## src/rtl/mmu_page_controller.sv

```systemverilog
// mmu_page_controller: per-process base/limit table and page-register
// sequencer for the MMU. Drives BiosSign/Page, performs context switches
// through a DRAIN/LOAD/ACK handshake and flags out-of-bounds accesses.
module mmu_page_controller #(
  parameter int NUM_PROCS = 8,
  parameter int PID_W     = 3
) (
  input  logic              clock,
  input  logic              reset,
  input  logic              cfg_we,
  input  logic [PID_W-1:0]  cfg_pid,
  input  logic [15:0]       cfg_base,
  input  logic [15:0]       cfg_limit,
  input  logic              switch_req,
  input  logic [PID_W-1:0]  switch_pid,
  input  logic              bios_enter,
  input  logic              mem_access,
  input  logic [31:0]       logical_addr,
  input  logic              fault_clr,
  output logic              bios_sign,
  output logic [31:0]       page,
  output logic [PID_W-1:0]  cur_pid,
  output logic              busy,
  output logic              switch_ack,
  output logic              switch_err,
  output logic              fault
);

  typedef enum logic [2:0] {
    ST_BIOS,
    ST_IDLE,
    ST_DRAIN,
    ST_LOAD,
    ST_ACK
  } state_t;

  state_t              state;
  logic [NUM_PROCS-1:0] tbl_valid;
  logic [15:0]         tbl_base  [NUM_PROCS];
  logic [15:0]         tbl_limit [NUM_PROCS];
  logic [PID_W-1:0]    pend_pid;
  logic                violation;

  // Table payload: only the valid bits need a reset value
  always_ff @(posedge clock) begin
    if (cfg_we) begin
      tbl_base[cfg_pid]  <= cfg_base;
      tbl_limit[cfg_pid] <= cfg_limit;
    end
  end

  // Table valid bits: cleared on reset, set by any configuration write
  always_ff @(posedge clock) begin
    if (reset) begin
      tbl_valid <= '0;
    end else if (cfg_we) begin
      tbl_valid[cfg_pid] <= 1'b1;
    end
  end

  // Bounds check against the active limit; skipped in BIOS mode and while the
  // mapping is being swapped (DRAIN/LOAD)
  always_comb begin
    violation = 1'b0;
    if (mem_access && !bios_sign && (state != ST_DRAIN) && (state != ST_LOAD)) begin
      violation = (logical_addr[31:16] != 16'h0000) ||
                  (logical_addr[15:0] > page[15:0]);
    end
  end

  // Sticky fault flag: a new violation outranks a simultaneous clear
  always_ff @(posedge clock) begin
    if (reset) begin
      fault <= 1'b0;
    end else if (violation) begin
      fault <= 1'b1;
    end else if (fault_clr) begin
      fault <= 1'b0;
    end
  end

  // Context-switch sequencer with registered MMU-facing outputs
  always_ff @(posedge clock) begin
    if (reset) begin
      state      <= ST_BIOS;
      bios_sign  <= 1'b1;
      page       <= '0;
      cur_pid    <= '0;
      busy       <= 1'b0;
      switch_ack <= 1'b0;
      switch_err <= 1'b0;
      pend_pid   <= '0;
    end else begin
      switch_ack <= 1'b0;
      case (state)
        ST_BIOS: begin
          if (switch_req) begin
            pend_pid <= switch_pid;
            busy     <= 1'b1;
            state    <= ST_DRAIN;
          end
        end
        ST_IDLE: begin
          // bios_enter wins; a concurrent request stays pending and is
          // picked up from BIOS on the following cycle
          if (bios_enter) begin
            bios_sign <= 1'b1;
            page      <= '0;
            state     <= ST_BIOS;
          end else if (switch_req) begin
            pend_pid <= switch_pid;
            busy     <= 1'b1;
            state    <= ST_DRAIN;
          end
        end
        ST_DRAIN: begin
          state <= ST_LOAD;
        end
        ST_LOAD: begin
          if (tbl_valid[pend_pid]) begin
            page       <= {tbl_base[pend_pid], tbl_limit[pend_pid]};
            cur_pid    <= pend_pid;
            bios_sign  <= 1'b0;
            switch_err <= 1'b0;
          end else begin
            switch_err <= 1'b1;
          end
          switch_ack <= 1'b1;
          state      <= ST_ACK;
        end
        ST_ACK: begin
          busy  <= 1'b0;
          state <= bios_sign ? ST_BIOS : ST_IDLE;
        end
        default: begin
          busy  <= 1'b0;
          state <= ST_BIOS;
        end
      endcase
    end
  end

endmodule

```

## config.mk

```make
export PLATFORM = sky130hd
export DESIGN_NAME = mmu_page_controller
export DESIGN_NICKNAME = d
export VERILOG_FILES = /design/src/rtl/mmu_page_controller.sv
export SDC_FILE = /design/constraint.sdc
export NUM_CORES = 1
export LEC_CHECK = 0
export BUFFER_PORTS_ARGS = -buffer_cell sky130_fd_sc_hd__buf_2
export CAP_MARGIN = 30
export CORE_AREA = 4 4 149 151
export CTS_BUF_LIST = sky130_fd_sc_hd__clkbuf_8
export DETAILED_ROUTE_END_ITERATION = 6
export DIE_AREA = 0 0 153 155
export GPL_TIMING_DRIVEN = 0
export PLACE_DENSITY = 0.88
export SETUP_SLACK_MARGIN = 0.5
export SYNTH_ARGS = -nofsm -noshare
export SYNTH_HDL_FRONTEND = slang
export SYNTH_SLANG_ARGS = --single-unit
```

## constraint.sdc

```tcl
create_clock -name clock -period 9.2 [get_ports clock]
set_input_delay 0.46 -clock clock [delete_from_list [all_inputs] [get_ports clock]]
set_output_delay 0.46 -clock clock [all_outputs]
set_load 0.02 [all_outputs]
```

### Word level (Yosys, flattened, before mapping)

Memory sizes are Yosys's and may differ from the RTL's. A register that Yosys moved wholly into a read port is not among the register bits.
Index checks and enable logic that the tools add are counted.

* RAM bits: 256
* word-level logic and storage cells: 74
* input bits: 77
* output and inout port bits: 40
* register bits after elaboration: 54
* memories: 2

* reductions and logical operators: 16
* mux-type cells: 31
* bitwise logic cells: 2
* $lt $le $gt $ge: 4
* equality and inequality tests: 9

Memories
* tbl_base: depth 8, width 16, read ports 1, clocked after memory_dff 1, write ports 1, line 39 `logic [15:0] tbl_base [NUM_PROCS];`
* tbl_limit: depth 8, width 16, read ports 1, clocked after memory_dff 1, write ports 1, line 40 `logic [15:0] tbl_limit [NUM_PROCS];`

Operators by type and width (count)
* 2-to-1 mux 32 bit: 2
* case mux 32 bit (2 select lines): 1
* 2-to-1 mux 3 bit: 8
* > comparator 16 bit: 1
* nonzero test 16 bit: 1
* case mux 3 bit (5 select lines): 1
* 2-to-1 mux 1 bit: 14
* < comparator 3 x 4 -> 1 bit (second input constant): 2
* OR 8 bit: 1
* == test 3 x 2 -> 1 bit (second input constant): 2
* != test 2 bit (second input constant): 3
* != test 3 x 2 -> 1 bit (second input constant): 2
* case mux 3 bit (2 select lines): 1
* AND reduction 2 bit: 3
* nonzero test 2 bit: 3
* logical AND 1 bit: 4
* binary-select mux 1 bit (select 3 bit): 1
* demux 1 bit (select 3 bit): 1
* == test 3 x 1 -> 1 bit (second input constant): 1
* == test 3 bit (second input constant): 1
* >= comparator 3 x 1 -> 1 bit (second input constant): 1
* zero test 3 bit: 1
* case mux 1 bit (3 select lines): 1
* AND reduction 3 bit: 1
* other kinds (5): 5

### Logic depth before layout (Yosys ltp)

* depth in word-level cells: 6
* mapped depth: 8
* depth with buffers taken out: 7

### Worst setup path before layout

Ideal clock, no wire load.

* kind: input to register
* start: input port cfg_pid[0]
* end: memory tbl_base[0][0] (enable)
* path slack: 5.842 ns
* path buffers: 0
* arrival: 2.895 ns
* cell stages on the path: 2
* required time: 8.736 ns
* library setup time: 0.464 ns
* cell sequence: nand2b_1 > nor3_1

RTL lines
* start: declaration: line 11 `input logic [PID_W-1:0] cfg_pid,`
* end: declaration: line 39

Straight into the memory's write port.

==> results.yml <==
cts:
  clockRootBuffer: "clkbuf_8"
  ctsHoldBuffers: 0
  path_clk_slew_ns: 0.07
  cts_resized: 0
  cts_sinks: 313
  clk_latency_ns: 0.57
  cts_tree: "done"
  htree_levels: 2
  cts_max_path_buffers: 3
  post-cts-setup-buffer-count: 0
  cts_buffers: 48
sta:
  setup_tns_ns: 0
  clock.fmax_mhz: 418
  finalSetupViolCount: 0
  min_period_ns: 2.39
  rsz0062_at_grt: "false"
  period_share_pct: 26.0
  finalHoldViolCount: 0
  relSlewSlack_pct: 37.5
  tightest_slew_ns: 0.938
  drv_slew: 0
  finalClockSkew_ns: 0.0139
finish:
  fill_cells: 1309
  drive_above_1_share_pct: 33.3
  fin_cells: 1140
  nets: 916
  multiInputGateArea_mm2: 0.00301
  syn2layout_area_growth_pct: 18.7
  regArea_mm2: 0.00883
hold_path:
  worstHoldPathCells: 1
  hp-class: "in2reg"
power_and_ir_drop:
  seqPwrFrac_pct: 53.5
  p_switching_uw: 637
  p_int_uw: 2330
  power.leakage_uw: 0.00496
  ir_worst_vdd_mv: 0.111
  switching_share_pct: 21.4
  powerDensity_mw_per_mm2: 208
  combPwrFrac_pct: 6.5
  p_clk_share_pct: 40.0
routing:
  first_pass_iters: 5
  post-route-drc-count: 0
  routedWlPerCell_um: 23.8
  routed_wl_mm: 27.1
  vias: 6903
  ant_nets: 0
  vias_per_cell: 6.06
  dr.first_iter.drc_count: 632
floorplan:
  placementRows: 53
  io-pin-count: 117
  dieArea_mm2: 0.0237
  die_x_um: 153
  die_y_um: 155
  start_util_pct: 57.7
  fp.coreArea_mm2: 0.0208
grt:
  grt_pass1_vias: 7000
  grt_usage_pct: 22.8
  antenna_found_initial: 3
  overflow: 0
  grt_pass1_wl_mm: 40.7
  grt_max_degree: 21
yosys:
  synth_area_leaders: "edfxtp_1, mux4_2, dfxtp_1"
  avgSynthCellArea_um2: 18.7
  synth_enable_flop_cells: 256
  ys_types: 36
  synth_top_cell_area_share_pct: 63.9
  synth-main-ff-cell: "edfxtp_1"
  syn_nets: 736
  yosysWarnings: 0
  syn_area_mm2: 0.0120
  ys_ff_latch: 313
  synthArstFlopShare_pct: 0
  synth.largest_area_cell: "edfxtp_1"
  syn_inst: 643
  ys_seq_area_share_pct: 73.4
critical_path:
  cp_cell_sequence: "clkbuf_1 -> clkbuf_1 -> mux4_2 -> mux2i_1 -> o31ai_1"
  cp_max_fo: 10
  setup.worst_path.start_class: "flip-flop"
  arrival_ns: 2.81
  path_delay_family: "buffers and inverters"
  slowest_stage: "clkbuf_1"
  required_ns: 9.62
  cp.depth: 5
  cp-end-kind: "flip-flop"
  slowest_delay_ns: 0.64
  crit_path_frequent_cell: "clkbuf_1"
  crit_type: "reg2reg"
  critPathBufInv: 2
  reg2reg_depth: 5
placed_design:
  io_buffers: 116
  placed_cells: 1047
  dpl.hpwl_mm: 17.9
  place_congestion: 0.918
job:
  timing.max_cap.violations: 0
run_status:
  outcome: "finished clean"
==> layout by cell type (no fill, tap or decap), types with 3 or more instances in the layout <==
| master | count |
|---|---|
| buf_2 | 126 |
| mux2i_1 | 37 |
| bufinv_16 | 5 |
| buf_6 | 10 |
| nand2b_1 | 3 |
| edfxtp_1 | 256 |
| clkbuf_8 | 54 |
| nand4_1 | 4 |
| buf_16 | 4 |
| nor2_1 | 28 |
| o31ai_1 | 33 |
| a211oi_1 | 3 |
| nor4_1 | 5 |
| mux4_2 | 66 |
| a21oi_1 | 7 |
| nand2_1 | 9 |
| clkbuf_1 | 20 |
| ha_1 | 16 |
| a21o_1 | 3 |
| dfxtp_1 | 57 |
| clkinv_2 | 5 |
| nor2_4 | 6 |
| inv_1 | 33 |
| nand3_1 | 36 |
| clkinv_1 | 9 |
==> cells in the mapped netlist (2+ instances only) <==
cell type and instances:
edfxtp_1 256, mux4_2 66, dfxtp_1 57, mux2i_1 37
nand3_1 36, nor2_1 34, o31ai_1 33, clkbuf_1 20
inv_1 17, ha_1 16, buf_2 10, nand2_1 9
a21oi_1 7, nor4_1 5, buf_6 4, nand4_1 4
nor3_1 4, a211oi_1 3, a21o_1 3, nand2b_1 3
a31oi_1 2, inv_2 2, nor2b_1 2
==> power by group through the flow <==
| stage | Sequential [uW] | Combinational [uW] | Clock [uW] |
|---|---|---|---|
| after CTS | 1590 | 194 | 1200 |
| after floorplan | 1610 | 115 | 0 |
| final | 1590 | 194 | 1190 |
| after global placement | 1620 | 177 | 0 |
| after detailed placement | 1620 | 193 | 0 |
| after global routing | 1590 | 208 | 1270 |
==> sequential cells by signal, indices dropped and copies added (netlist names), named ones only <==
signal,cells
switch_ack,1
page,32
tbl_valid,8
pend_pid,3
busy,1
tbl_limit,128
state,3
tbl_base,128
cur_pid,3
bios_sign,1
fault,1
switch_err,1
==> routing by layer <==
| metal | share of wire [%] | wire (um) | global-route usage, % |
|---|---|---|---|
| met1 | 38 | 10200 | 29.3 |
| met2 | 51 | 13800 | 39.5 |
| met3 | 8.8 | 2400 | 4.90 |
| met4 | 2.4 | 646 | 7.09 |
| met5 | 0.048 | 13 | 0 |
==> path summary, 6_finish.rpt <==
path                                    from  slack (ns)         endpoint
worst max-delay path               flip-flop        6.81         page[15]
worst min-delay path            cfg_limit[3]        0.16  tbl_limit[1][3]
worst max register to register     flip-flop        6.81         page[15]
worst min register to register      page[16]        0.47         page[16]
==> through the flow <==
stage,total power [uW],instance area [um2],hold WS (ns),util (%),worst slack (ns)
finish,2970,14300,0.161,68.5,6.81
global placement,1790,12900,0.444,62.2,3.54
floorplan,1730,12000,0.435,-,5.84
detailed placement,1810,13200,0.458,63.6,6.82
CTS,2980,14200,0.133,68.4,6.82
global route,3070,14300,0.154,68.5,6.68
==> final cells by class <==
cell class / count / share of cell area (%)
Sequential cell: 313 / 61.9
Multi-Input combinational cell: 276 / 21.1
Timing Repair Buffer: 130 / 5.80
Clock buffer: 53 / 5.11
Tap cell: 275 / 2.41
Clock inverter: 37 / 1.99
Buffer: 35 / 1.22
Inverter: 19 / 0.500
Antenna cell: 2 / 0.0351
==> cell families (layout without fill, tap and decap cells) <==
kind of cell             Yosys count  after routing  synth area share [%]
flip-flops                       313            313                  73.4
other                              0              2                     0
AO/OA/AOI/OAI                     55             55                  3.32
buffers and inverters             54            274                  2.04
multiplexers                     104            104                  15.5
adder cells (fa/ha/maj)           16             16                  1.66
AND/OR/NAND/NOR                  101            101                  4.02
==> worst register-to-register path: cells and delay by family, from the launching register on <==
family                 cells  cell delay, ns
AOI/OAI and AO/OA          1            0.10
muxes                      2            0.69
buffers and inverters      2            1.16
DFF                        1            0.30
(Power assumes the default switching activity.)
